<file path="src/rtl/usb_tx_pkg.sv">
// Shared types and constants for the full-speed USB transmit path.
// Line codes are packed as {dp, dm}.
package usb_tx_pkg;

    typedef enum logic [2:0] {
        IDLE,
        SYNC,
        DATA,
        EOP_SE0,
        EOP_J
    } tx_state_t;

    localparam logic [7:0] SYNC_BYTE = 8'h80;

    localparam logic [1:0] LINE_J   = 2'b10;
    localparam logic [1:0] LINE_K   = 2'b01;
    localparam logic [1:0] LINE_SE0 = 2'b00;

endpackage

</file>
<file path="src/rtl/usb_tx_encoder_flex_counter.sv">
// Free-running modulo counter with synchronous clear; rollover_flag marks the
// last count before wrapping to zero.
module flex_counter #(
    parameter int NUM_CNT_BITS = 4
) (
    input  logic                    clk,
    input  logic                    rst,
    input  logic                    clear,
    input  logic                    count_enable,
    input  logic [NUM_CNT_BITS-1:0] rollover_val,
    output logic                    rollover_flag
);

    localparam logic [NUM_CNT_BITS-1:0] ONE = NUM_CNT_BITS'(1);

    logic [NUM_CNT_BITS-1:0] count_reg;

    assign rollover_flag = (count_reg == rollover_val - ONE);

    always_ff @(posedge clk or posedge rst) begin
        if (rst) begin
            count_reg <= '0;
        end else if (clear) begin
            count_reg <= '0;
        end else if (count_enable) begin
            count_reg <= rollover_flag ? '0 : count_reg + ONE;
        end
    end

endmodule

</file>
<file path="src/rtl/usb_tx_encoder.sv">
// Full-speed USB packet transmitter: SYNC prefix, LSB-first serialisation,
// bit stuffing, NRZI line coding and EOP generation onto D+/D-.
module usb_tx_encoder
    import usb_tx_pkg::*;
#(
    parameter int CLKS_PER_BIT = 8,
    parameter int STUFF_LEN    = 6,
    parameter int EOP_SE0_BITS = 2
) (
    input  logic       clk,
    input  logic       rst,
    input  logic [7:0] tx_data,
    input  logic       tx_valid,
    input  logic       tx_last,
    output logic       tx_ready,
    output logic       dplus_out,
    output logic       dminus_out,
    output logic       tx_active,
    output logic       tx_done,
    output logic       tx_error
);

    localparam int CW = $clog2(CLKS_PER_BIT + 1);
    localparam int OW = $clog2(STUFF_LEN + 1);
    localparam int EW = $clog2(EOP_SE0_BITS + 1);

    localparam logic [CW-1:0] ROLL_VAL  = CW'(CLKS_PER_BIT);
    localparam logic [OW-1:0] STUFF_MAX = OW'(STUFF_LEN);
    localparam logic [EW-1:0] SE0_LAST  = EW'(EOP_SE0_BITS - 1);

    tx_state_t   state_reg, state_next;
    logic [7:0]  shift_reg, shift_next;
    logic        shift_last_reg, shift_last_next;
    logic [7:0]  hold_data_reg, hold_data_next;
    logic        hold_last_reg, hold_last_next;
    logic        hold_full_reg, hold_full_next;
    logic [2:0]  bit_idx_reg, bit_idx_next;
    logic [OW-1:0] ones_reg, ones_next;
    logic [EW-1:0] eop_cnt_reg, eop_cnt_next;
    logic        nrzi_j_reg, nrzi_j_next;
    logic [1:0]  line_reg, line_next;
    logic        active_reg, active_next;
    logic        done_reg, done_next;
    logic        error_reg, error_next;
    logic        err_seen_reg, err_seen_next;

    logic bit_tick;
    logic boundary;
    logic accept;
    logic send_bit;
    logic bit_val;

    flex_counter #(
        .NUM_CNT_BITS(CW)
    ) u_bit_timer (
        .clk          (clk),
        .rst          (rst),
        .clear        (state_reg == IDLE),
        .count_enable (1'b1),
        .rollover_val (ROLL_VAL),
        .rollover_flag(bit_tick)
    );

    assign boundary   = bit_tick && (state_reg != IDLE);
    assign accept     = tx_valid && !hold_full_reg;
    assign tx_ready   = !hold_full_reg;
    assign dplus_out  = line_reg[1];
    assign dminus_out = line_reg[0];
    assign tx_active  = active_reg;
    assign tx_done    = done_reg;
    assign tx_error   = error_reg;

    always_ff @(posedge clk or posedge rst) begin
        if (rst) begin
            state_reg      <= IDLE;
            shift_reg      <= '0;
            shift_last_reg <= 1'b0;
            hold_data_reg  <= '0;
            hold_last_reg  <= 1'b0;
            hold_full_reg  <= 1'b0;
            bit_idx_reg    <= '0;
            ones_reg       <= '0;
            eop_cnt_reg    <= '0;
            nrzi_j_reg     <= 1'b1;
            line_reg       <= LINE_J;
            active_reg     <= 1'b0;
            done_reg       <= 1'b0;
            error_reg      <= 1'b0;
            err_seen_reg   <= 1'b0;
        end else begin
            state_reg      <= state_next;
            shift_reg      <= shift_next;
            shift_last_reg <= shift_last_next;
            hold_data_reg  <= hold_data_next;
            hold_last_reg  <= hold_last_next;
            hold_full_reg  <= hold_full_next;
            bit_idx_reg    <= bit_idx_next;
            ones_reg       <= ones_next;
            eop_cnt_reg    <= eop_cnt_next;
            nrzi_j_reg     <= nrzi_j_next;
            line_reg       <= line_next;
            active_reg     <= active_next;
            done_reg       <= done_next;
            error_reg      <= error_next;
            err_seen_reg   <= err_seen_next;
        end
    end

    always_comb begin
        state_next      = state_reg;
        shift_next      = shift_reg;
        shift_last_next = shift_last_reg;
        hold_data_next  = hold_data_reg;
        hold_last_next  = hold_last_reg;
        hold_full_next  = hold_full_reg;
        bit_idx_next    = bit_idx_reg;
        ones_next       = ones_reg;
        eop_cnt_next    = eop_cnt_reg;
        nrzi_j_next     = nrzi_j_reg;
        line_next       = line_reg;
        active_next     = active_reg;
        done_next       = 1'b0;
        error_next      = 1'b0;
        err_seen_next   = err_seen_reg;
        send_bit        = 1'b0;
        bit_val         = 1'b0;

        if (accept) begin
            hold_data_next = tx_data;
            hold_last_next = tx_last;
            hold_full_next = 1'b1;
        end

        case (state_reg)
            IDLE: begin
                // A byte held over from the previous EOP starts a packet without a new handshake.
                if (hold_full_reg || accept) begin
                    state_next      = SYNC;
                    shift_next      = SYNC_BYTE;
                    shift_last_next = 1'b0;
                    bit_idx_next    = '0;
                    nrzi_j_next     = SYNC_BYTE[0];
                    ones_next       = SYNC_BYTE[0] ? OW'(1) : '0;
                    line_next       = SYNC_BYTE[0] ? LINE_J : LINE_K;
                    active_next     = 1'b1;
                    err_seen_next   = 1'b0;
                end
            end

            SYNC, DATA: begin
                if (boundary) begin
                    if (ones_reg == STUFF_MAX) begin
                        // Stuffed zero: shift register and bit index stay put.
                        send_bit = 1'b1;
                        bit_val  = 1'b0;
                    end else if (bit_idx_reg != 3'd7) begin
                        shift_next   = shift_reg >> 1;
                        bit_idx_next = bit_idx_reg + 3'd1;
                        send_bit     = 1'b1;
                        bit_val      = shift_reg[1];
                    end else if (state_reg == SYNC || (!shift_last_reg && hold_full_reg)) begin
                        state_next      = DATA;
                        shift_next      = hold_data_reg;
                        shift_last_next = hold_last_reg;
                        hold_full_next  = 1'b0;
                        bit_idx_next    = '0;
                        send_bit        = 1'b1;
                        bit_val         = hold_data_reg[0];
                    end else begin
                        state_next   = EOP_SE0;
                        eop_cnt_next = '0;
                        line_next    = LINE_SE0;
                        if (!shift_last_reg) begin
                            error_next    = 1'b1;
                            err_seen_next = 1'b1;
                        end
                    end
                end
            end

            EOP_SE0: begin
                if (boundary) begin
                    if (eop_cnt_reg == SE0_LAST) begin
                        state_next  = EOP_J;
                        nrzi_j_next = 1'b1;
                        line_next   = LINE_J;
                    end else begin
                        eop_cnt_next = eop_cnt_reg + EW'(1);
                    end
                end
            end

            EOP_J: begin
                if (boundary) begin
                    state_next  = IDLE;
                    active_next = 1'b0;
                    done_next   = !err_seen_reg;
                    line_next   = LINE_J;
                end
            end

            default: begin
                state_next = IDLE;
            end
        endcase

        if (send_bit) begin
            if (bit_val) begin
                ones_next = (ones_reg == STUFF_MAX) ? ones_reg : ones_reg + OW'(1);
            end else begin
                nrzi_j_next = ~nrzi_j_reg;
                ones_next   = '0;
            end
            line_next = nrzi_j_next ? LINE_J : LINE_K;
        end
    end

endmodule
</file>
<file path="config.mk">
export PLATFORM = sky130hd
export DESIGN_NAME = usb_tx_encoder
export DESIGN_NICKNAME = d
export VERILOG_FILES = /design/src/rtl/usb_tx_pkg.sv /design/src/rtl/usb_tx_encoder_flex_counter.sv /design/src/rtl/usb_tx_encoder.sv
export SDC_FILE = /design/constraint.sdc
export NUM_CORES = 1
export LEC_CHECK = 0
export CORE_MARGIN = 2
export CORE_UTILIZATION = 31
export CTS_BUF_LIST = sky130_fd_sc_hd__clkbuf_16
export CTS_CLUSTER_DIAMETER = 150
export DETAILED_ROUTE_END_ITERATION = 10
export PLACE_DENSITY = 0.54
export SLEW_MARGIN = 15
export SYNTH_ARGS = -nofsm -noshare
export SYNTH_HDL_FRONTEND = slang
export SYNTH_SLANG_ARGS = --single-unit
export TNS_END_PERCENT = 30
</file>
<file path="constraint.sdc">
create_clock -name clk -period 1.87 [get_ports clk]
set_input_delay 0.374 -clock clk [delete_from_list [all_inputs] [get_ports clk]]
set_output_delay 0.374 -clock clk [all_outputs]
set_load 0.01 [all_outputs]
</file>
==> results of run 1 <==
## final timing paths
kind,from,to,slack (ps),cells past startpoint
max,bit_idx_reg[0],line_reg[1],30,6
min,rst,eop_cnt_reg[0],440,3
max reg2reg,bit_idx_reg[0],line_reg[1],30,6
min reg2reg,err_seen_reg,tx_done,450,1
max in group asynchronous,rst,line_reg[1],1170,3
min in group clk,err_seen_reg,tx_done,450,1
## routing by layer
metal | routed length (um) | track usage | part of all wire
met1 | 2180 | 0.191 | 0.51
met2 | 1880 | 0.195 | 0.44
met3 | 141 | 0.0350 | 0.033
met4 | 43 | 0.0346 | 0.010
met5 | 0 | 0 | 0
## where the power goes
| part | leakage (nW) | switching, W | internal (W) | total, W |
|---|---|---|---|---|
| clock network | 0.0804 | 0.000353 | 0.000634 | 0.000987 |
| logic | 0.583 | 0.000741 | 0.000729 | 0.00147 |
| registers | 0.511 | 0.000149 | 0.00105 | 0.00120 |
| total | 1.17 | 0.00124 | 0.00241 | 0.00365 |
## critical path: stages, from the launching register on
cell	delay (ps)
dfrtp_1	380
ha_2	200
ha_4	180
a21o_1	200
a2111oi_4	420
xnor2_1	140
o221a_1	250
## area by class of cell
| type | instances | area share |
|---|---|---|
| Inverter | 8 | 0.0110 |
| Tap cell | 77 | 0.0352 |
| Timing Repair Buffer | 51 | 0.160 |
| Sequential cell | 40 | 0.366 |
| Clock inverter | 3 | 0.0169 |
| Multi-Input combinational cell | 131 | 0.365 |
| Clock buffer | 5 | 0.0457 |
## cells by family after synthesis
logic type	count (synthesis)	share of synthesized area
compound gates	37	0.141
xor+xnor	3	0.0128
fa+ha+maj	6	0.0365
mux	24	0.125
simple gates	61	0.156
flops	40	0.488
buf+inv	18	0.0408
## per-stage QoR
stage | util | instances | TNS (ps) | cell area [sq um]
3_5_place_dp | 0.396 | 306 | -1000 | 2530
4_1_cts | 0.427 | 315 | 0 | 2720
2_1_floorplan | - | 189 | -127 | 2060
6_report | 0.429 | 315 | 0 | 2740
3_3_place_gp | 0.396 | 306 | -1020 | 2530
5_1_grt | 0.429 | 315 | -283 | 2740
## timing repair
item | 4_1_cts | 5_1_grt
setup buffers | 1 | 0
gates resized for setup | 4 | 5
setup endpoints to repair | 13 | 20
pin swaps | 2 | 3
## Yosys cell counts (3+ instances only)
cell	number
nand3_1	4
nor2b_1	3
o21ai_0	6
o31ai_1	6
buf_2	4
nand4_1	3
a21oi_1	5
ha_1	6
mux2i_1	11
mux2_2	13
nor2_1	9
dfrtp_1	38
nor3_1	7
nand2_1	21
o211ai_1	3
inv_1	8
==> out/summary.txt, run 1 <==
RSZ-0062 raised after global routing: yes
largest net degree at the start of global routing: 41
#FFs+latches synth: 40
startpoint types: flip-flop
die height: 85.4 um
number of enable flip-flop cells after synthesis: 0
initial antenna violation count: 0
Max clock buf depth: 2
Final min period: 1840 ps
Net Count, Synth: 207
share of synthesized registers carrying an async set or reset: 1.00
Final WS setup: 34.3 ps
multi-input logic area: 1000 sq um
CTS H-tree depth: 2
Chip Width: 85.4 um
GRT Total Usage: 0.132
core box area: 6390 sq um
Leakage: 1.17 nW
clk sinks: 40
post-synthesis sequential area ratio: 0.488
YS warnings: 0
Hold Path Class: primary input to async pin
cts bufs inserted: 5
1st-iter DRT viols: 89
DRC viols: 0
synth top area cells: dfrtp_1, mux2_2, mux2i_1
CTS root buffer: clkbuf_16
Initial Util: 0.322
Max VDD drop: 508 uV
commonest non-fill, non-tap cell in the layout: dfrtp_1
Post-Syn Area: 2050 sq um
synthesis-to-finish area growth: 33.4%
port buffer count: 17
Sequential cell area: 1000 sq um
outcome: finished clean
commonest cells after routing, fill and taps aside: dfrtp_1, buf_4, nand2_1, clkdlybuf4s50_1, mux2_2
fmax: 545 MHz
Clock Skew: 4.44 ps
NumNets Final: 255
Req. time, crit path: 2080 ps
first-pass GRT wire length: 7510 um
GR Overflow Total: 0
CTS tree: built
Crit. End Element: flip-flop
Slew @ Worst Pin: 403 ps
Arr. time, crit path: 2050 ps
final hold vios: 0
Slew HR: 0.731
post-synthesis area per instance: 10.9 sq um
pre-CTS WS: -121 ps
FILL cells: 613
layout cells sized above 1: 0.298
GPL Wtd Cong: 0.907
Pwr Density: 1330 nW/um^2
Cell variety after synth: 49
clk slew on worst S/H paths: 60 ps
post-synth top area share: 0.463
Setup CP Type: flip-flop to flip-flop
number of flip-flops in the largest register: 8
die area: 7290 sq um
synthesized instance count: 189
Rows: 29
post-synth top area cell: dfrtp_1
Final Max Tran Viols: 0
total power: 0.00365 W
top_reg_cell synth: dfrtp_1
cts hold-fix bufs: 0
Finish-stage setup viols: 0
fin crit share: 0.982
Worst-Skew Late Latency: 280 ps
vias per cell: 4.93
ANT nets after route: 0
vias in the first global route: 1558
Final HPWL DP: 3190 um
# diodes: 0
worst-path fanout max: 6
# IOs: 18
# Max-Cap Violations: 0
WHS: 441 ps
1st-pass router iterations: 4
final wirelength: 4250 um
drt wl/cell: 13.5 um
Via Count: 1554
Note: power is estimated with default switching activity, not from simulation.
==> run 2: changes to the inputs <==
GPL_TIMING_DRIVEN = 0   (was unset)
==> run 2 against run 1 <==
Register-to-register slack got worse by 20 ps. Largest power group unchanged. Clock power decreased by 18%. Wire length increased by 8.2%. Sequential share of layout area increased by 0.29 points. Total power down 5.9%. Cell area down 0.78%. Critical path type unchanged.
==> out/summary.txt, run 2 (same netlist as run 1, synthesis figures left out) <==
outcome: finished clean (unchanged)
drt wl/cell: 15.1 um (was 13.5 um)
final core occ: 0.426 (was 0.429)
startpoint types: flip-flop (unchanged)
# Max-Cap Violations: 0 (unchanged)
Rows: 29 (unchanged)
FILL cells: 638 (was 613)
Slew @ Worst Pin: 464 ps (was 403 ps)
GPL Wtd Cong: 0.823 (was 0.907)
Pwr Density: 1260 nW/um^2 (was 1330 nW/um^2)
Max VDD drop: 567 uV (was 508 uV)
GRT Total Usage: 0.135 (was 0.132)
port buffer count: 17 (unchanged)
NumNets Final: 245 (was 255)
R2R Path End: line_reg[1] (unchanged)
core box area: 6390 sq um (unchanged)
clk sinks: 40 (unchanged)
Chip Width: 85.4 um (unchanged)
cts hold-fix bufs: 0 (unchanged)
CTS H-tree depth: 2 (unchanged)
RSZ-0062 raised after global routing: yes (unchanged)
first-pass GRT wire length: 7840 um (was 7510 um)
Placed Area: 2340 sq um (was 2530 sq um)
synthesis-to-finish area growth: 32.3% (was 33.4%)
1st-iter DRT viols: 38 (was 89)
clk slew on worst S/H paths: 60 ps (about the same)
Setup CP Type: flip-flop to flip-flop (unchanged)
1st-pass router iterations: 4 (unchanged)
Final min period: 1860 ps (was 1840 ps)
fin crit share: 0.992 (was 0.982)
Req. time, crit path: 2080 ps (about the same)
number of flip-flops in the largest register: 8 (unchanged)
Slew HR: 0.689 (was 0.731)
vias per cell: 5.07 (was 4.93)
commonest cells after routing, fill and taps aside: dfrtp_1, nand2_1, buf_4, clkdlybuf4s50_1, mux2_2 (was dfrtp_1, buf_4, nand2_1, clkdlybuf4s50_1, mux2_2)
Arr. time, crit path: 2060 ps (was 2050 ps)
Via Count: 1546 (was 1554)
CTS root buffer: clkbuf_16 (unchanged)
Initial Util: 0.322 (unchanged)
DRC viols: 0 (unchanged)
layout cells sized above 1: 0.311 (was 0.298)
cts bufs inserted: 5 (unchanged)
Hold Path Class: primary input to async pin (unchanged)
Crit. End Element: flip-flop (unchanged)
die height: 85.4 um (unchanged)
GR Overflow Total: 0 (unchanged)
Finish-stage setup viols: 0 (unchanged)
CTS tree: built (unchanged)
Worst-Skew Late Latency: 280 ps (about the same)
# IOs: 18 (unchanged)
die area: 7290 sq um (unchanged)
Crit Reg-Reg Startpoint: bit_idx_reg[1] (was bit_idx_reg[0])
ANT nets after route: 0 (unchanged)
largest net degree at the start of global routing: 26 (was 41)
worst r2r path cells: 7 (was 6)
fmax: 539 MHz (was 545 MHz)
Max clock buf depth: 2 (unchanged)
final hold vios: 0 (unchanged)
commonest non-fill, non-tap cell in the layout: dfrtp_1 (unchanged)
Leakage: 1.13 nW (was 1.17 nW)
initial antenna violation count: 0 (unchanged)
Finished Cell Area: 2720 sq um (was 2740 sq um)
Clock Skew: 2.45 ps (was 4.44 ps)
Final HPWL DP: 3010 um (was 3190 um)
# diodes: 0 (unchanged)
Final Max Tran Viols: 0 (unchanged)
R2R Setup Slk: 10 ps (was 30 ps)
vias in the first global route: 1538 (was 1558)
worst-path fanout max: 5 (was 6)
final wirelength: 4590 um (was 4250 um)
==> run 2: changes by cell type in the layout (fill, tap and decap cells not counted), sizes merged <==
cell      previous run  this run
clkbuf               5         7
clkinv               0         3
inv                  9         8
buf                 34        22
clkinvlp             1         0
bufinv               1         0
==> run 2: critical path: stages (launching register included) <==
cell and delay [ps]:
dfrtp_1 390, ha_2 200, ha_4 190, a21o_1 200
a2111oi_4 280, buf_4 190, xnor2_2 80, o221a_1 260
==> run 2: repair_timing <==
item | in CTS | in global routing
endpoints found under the hold margin | 0 | 0
gates resized for setup | 15 | 14
setup buffers | 6 | 9
pin swaps | 5 | 8
setup endpoints to repair | 21 | 19
==> run 2: worst max-delay path by stage <==
stage / endpoint / start / cells after the start / slack (ps)
CTS: ones_reg[0] / state_reg[2] / 5 / 2
floorplan: line_reg[1] / bit_idx_reg[0] / 7 / -50
detailed placement: shift_reg[7] / tx_valid / 6 / -600
global route: nrzi_j_reg / bit_idx_reg[1] / 8 / -80
global placement: bit_idx_reg[2] / tx_valid / 6 / -600
finish: line_reg[1] / bit_idx_reg[1] / 7 / 10
==> run 2: metrics by stage <==
stage / total power (W) / TNS (ps) / instances / setup slack (ps) / hold slack, ps
2_1_floorplan: 0.00201 / -127 / 189 / -45.3 / 413
3_3_place_gp: 0.00234 / -21910 / 283 / -599 / 443
3_5_place_dp: 0.00235 / -9090 / 284 / -603 / 443
4_1_cts: 0.00336 / 0 / 297 / 1.55 / 387
5_1_grt: 0.00371 / -356 / 305 / -84.2 / 441
6_report: 0.00344 / 0 / 305 / 14.4 / 381
==> run 2: power breakdown <==
part | leakage [nW] | internal (W) | switching [W] | total (W)
registers | 0.511 | 0.00105 | 0.000149 | 0.00120
clock network | 0.0710 | 0.000484 | 0.000329 | 0.000813
logic | 0.546 | 0.000623 | 0.000806 | 0.00143
total | 1.13 | 0.00215 | 0.00128 | 0.00344
==> run 2: layout make-up <==
cell class,instances,area [sq um],area share
Buffer,8,51.3,0.0189
Clock buffer,5,125,0.0460
Clock inverter,3,13.8,0.00506
Inverter,8,30.0,0.0110
Multi-Input combinational cell,131,1100,0.403
Sequential cell,40,1000,0.369
Tap cell,77,96.3,0.0354
Timing Repair Buffer,33,303,0.111
==> run 2: per-layer routing <==
layer	global-route usage	routed length (um)	vias to the layer above
met5	0	0	-
met4	0.0447	72	0
li1	-	-	767
met3	0.0282	171	8
met2	0.201	2080	35
met1	0.196	2270	736
==> run 3: changes to the inputs <==
SYNTH_HIERARCHICAL = 1   (was unset)
==> run 3 against run 2 <==
Largest cell class unchanged. Wire length increased by 4.7%. Highest routed layer unchanged. First-iteration DRC count grew 110%. Sequential share of layout area fell by 2.3 points. Sequential power shrank 9%. Critical path depth increased by 3. Combinational power is 22% lower. The flow now finishes with violations (negative setup slack). Count of clock-buffer cells in the layout is the same. Worst hold slack worse by 41 ps. Via count grew 12%. Final cell count up 17%.
==> out/summary.txt, run 3 <==
die area: 7690 sq um (was 7290 sq um)
simple-gate share of the synthesized area: 0.164 (was 0.156)
Slew @ Worst Pin: 498 ps (was 464 ps)
worst r2r path cells: 10 (was 7)
Pwr Density: 1030 nW/um^2 (was 1260 nW/um^2)
post-synth top area cell: dfrtp_1 (unchanged)
fmax: 477 MHz (was 539 MHz)
fin crit share: 1.12 (was 0.992)
layout cells sized above 1: 0.279 (was 0.311)
GR Overflow Total: 0 (unchanged)
final wirelength: 4810 um (was 4590 um)
Crit. End Element: flip-flop (unchanged)
NumNets Final: 280 (was 245)
Req. time, crit path: 2040 ps (was 2080 ps)
post-synthesis sequential area ratio: 0.462 (was 0.488)
Arr. time, crit path: 2260 ps (was 2060 ps)
Cell variety after synth: 48 (was 49)
vias in the first global route: 1661 (was 1538)
failing checks: negative setup slack
Final HPWL DP: 3290 um (was 3010 um)
Crit Reg-Reg Startpoint: u_bit_timer/count_reg[1] (was bit_idx_reg[1])
port buffer count: 17 (unchanged)
Initial Util: 0.320 (was 0.322)
synthesis-to-finish area growth: 33.9% (was 32.3%)
Chip Width: 87.7 um (was 85.4 um)
Critical path origin: u_bit_timer/count_reg[1] (was bit_idx_reg[1])
number of flip-flops in the largest register: 8 (unchanged)
TNS Setup: -2870 ps (was 0 ps)
die height: 87.7 um (was 85.4 um)
post-synth top area share: 0.438 (was 0.463)
max layer used: met4 (unchanged)
# IOs: 18 (unchanged)
Final min period: 2090 ps (was 1860 ps)
DRC viols: 0 (unchanged)
main combinational cell family by area after synthesis: simple AND/OR/NAND/NOR gates (unchanged)
Routed met3 length: 132 um (was 171 um)
Rows: 30 (was 29)
post-synthesis area per instance: 10.1 sq um (was 10.9 sq um)
final hold vios: 0 (unchanged)
drt wl/cell: 13.4 um (was 15.1 um)
# Max-Cap Violations: 0 (unchanged)
Via Count: 1732 (was 1546)
Hold Path Class: primary input to async pin (unchanged)
cts bufs inserted: 5 (unchanged)
Met1 Wirelength: 2160 um (was 2270 um)
final core occ: 0.428 (was 0.426)
Worst-Skew Late Latency: 280 ps (about the same)
clk slew on worst S/H paths: 50 ps (was 60 ps)
share of synthesized registers carrying an async set or reset: 1.00 (unchanged)
total power: 0.00300 W (was 0.00344 W)
vias per cell: 4.84 (was 5.07)
xor and xnor area share after synthesis: 0.0461 (was 0.0128)
1st-pass router iterations: 4 (unchanged)
core box area: 6790 sq um (was 6390 sq um)
Leakage: 1.24 nW (was 1.13 nW)
GRT Total Usage: 0.131 (was 0.135)
synth top area cells: dfrtp_1, mux2_2, ha_1 (was dfrtp_1, mux2_2, mux2i_1)
1st-iter DRT viols: 80 (was 38)
ANT nets after route: 0 (unchanged)
worst-path fanout max: 7 (was 5)
commonest non-fill, non-tap cell in the layout: dfrtp_1 (unchanged)
largest net degree at the start of global routing: 29 (was 26)
YS warnings: 6 (was 0)
CTS H-tree depth: 2 (unchanged)
outcome: complete, but fails checks (was finished clean)
FILL cells: 663 (was 638)
Setup CP Type: flip-flop to flip-flop (unchanged)
Post-Syn Area: 2170 sq um (was 2050 sq um)
Synth top cells by count: dfrtp_1, nand2_1, o21ai_0 (was dfrtp_1, nand2_1, mux2_2)
CTS tree: built (unchanged)
CTS root buffer: clkbuf_16 (unchanged)
commonest cells after routing, fill and taps aside: dfrtp_1, nand2_1, clkdlybuf4s50_1, buf_4 (was dfrtp_1, nand2_1, buf_4, clkdlybuf4s50_1, mux2_2)
Max VDD drop: 635 uV (was 567 uV)
number of enable flip-flop cells after synthesis: 0 (unchanged)
Final Max Tran Viols: 0 (unchanged)
Clock Skew: 6.23 ps (was 2.45 ps)
# diodes: 0 (unchanged)
#FFs+latches synth: 40 (unchanged)
post-synthesis compound-gate area fraction: 0.149 (was 0.141)
Adder-Cell Fraction of Synth Area: 0.0403 (was 0.0365)
RSZ-0062 raised after global routing: yes (unchanged)
synthesized instance count: 215 (was 189)
Max clock buf depth: 2 (unchanged)
clk sinks: 40 (unchanged)
GPL Wtd Cong: 0.830 (was 0.823)
first-pass GRT wire length: 7770 um (was 7840 um)
startpoint types: flip-flop (unchanged)
cts hold-fix bufs: 0 (unchanged)
mux contribution to synthesized area: 0.0939 (was 0.125)
initial antenna violation count: 0 (unchanged)
Slew HR: 0.665 (was 0.689)
Finish-stage setup viols: 16 (was 0)
Final WS setup: -225 ps (was 14.4 ps)
top_reg_cell synth: dfrtp_1 (unchanged)
top-count cell post-synth: dfrtp_1 (unchanged)
routed length on met2: 2450 um (was 2080 um)
## run 3: metal layers
metal,up-vias,track usage
li1,845,-
met1,848,0.170
met2,30,0.218
met3,9,0.0311
met4,0,0.0392
met5,-,0
## run 3: through the flow
stage	hold slack [ps]	worst slack [ps]	instances	area [sq um]
after floorplan	140	-121	223	2220
after global placement	418	-449	336	2510
after detailed placement	421	-451	337	2530
after CTS	341	-244	356	2820
after global routing	364	-343	358	2910
final	341	-225	358	2910
## run 3: area by class of cell
type                    instances  area, sq um  area share
multi-input cells             162         1230       0.424
flip-flops and latches         40         1010       0.346
repair buffers                 31          295       0.102
clock buffers                   5          125      0.0430
well taps                      96          120      0.0413
plain buffers                   9         65.1      0.0224
inverters                      12         47.5      0.0164
clock inverters                 3         15.0     0.00516
## run 3: worst paths after layout
kind | slack (ps) | end
worst min register to register | 420 | tx_done
min in group clk | 420 | tx_done
worst min-delay path | 340 | u_bit_timer/count_reg[3]
worst max register to register | -220 | bit_idx_reg[2]
max in group asynchronous | 1010 | nrzi_j_reg
worst max-delay path | -220 | bit_idx_reg[2]
## run 3: cells by family after synthesis
kind of cell             after synthesis
AO/OA/AOI/OAI                         49
AND/OR/NAND/NOR                       68
adder cells (fa/ha/maj)                7
XOR/XNOR                               9
other                                  2
flip-flops                            40
buffers and inverters                 21
multiplexers                          19
## run 3: critical path, stage by stage (launching register included)
cell      delay [ps]
dfrtp_2          410
xor2_2           190
nand3_2          120
nor2_4           160
buf_6            130
nand2_1           60
a221oi_2         200
o21ai_1          100
a21o_2           270
buf_6            160
a22o_1           170
## run 3: power by group
| group | leakage [nW] | internal (W) | switching [W] | total (W) |
|---|---|---|---|---|
| clock | 0.0687 | 0.000484 | 0.000323 | 0.000807 |
| sequential | 0.512 | 0.000997 | 0.0000930 | 0.00109 |
| combinational | 0.662 | 0.000509 | 0.000596 | 0.00111 |
| total | 1.24 | 0.00199 | 0.00101 | 0.00300 |
## run 3: what timing repair did
| action | in CTS | in global routing |
|---|---|---|
| cloned | 1 | 0 |
| setup buffers | 10 | 2 |
| pin swaps | 12 | 9 |
| setup endpoints to repair | 22 | 23 |
| gates resized for setup | 20 | 20 |
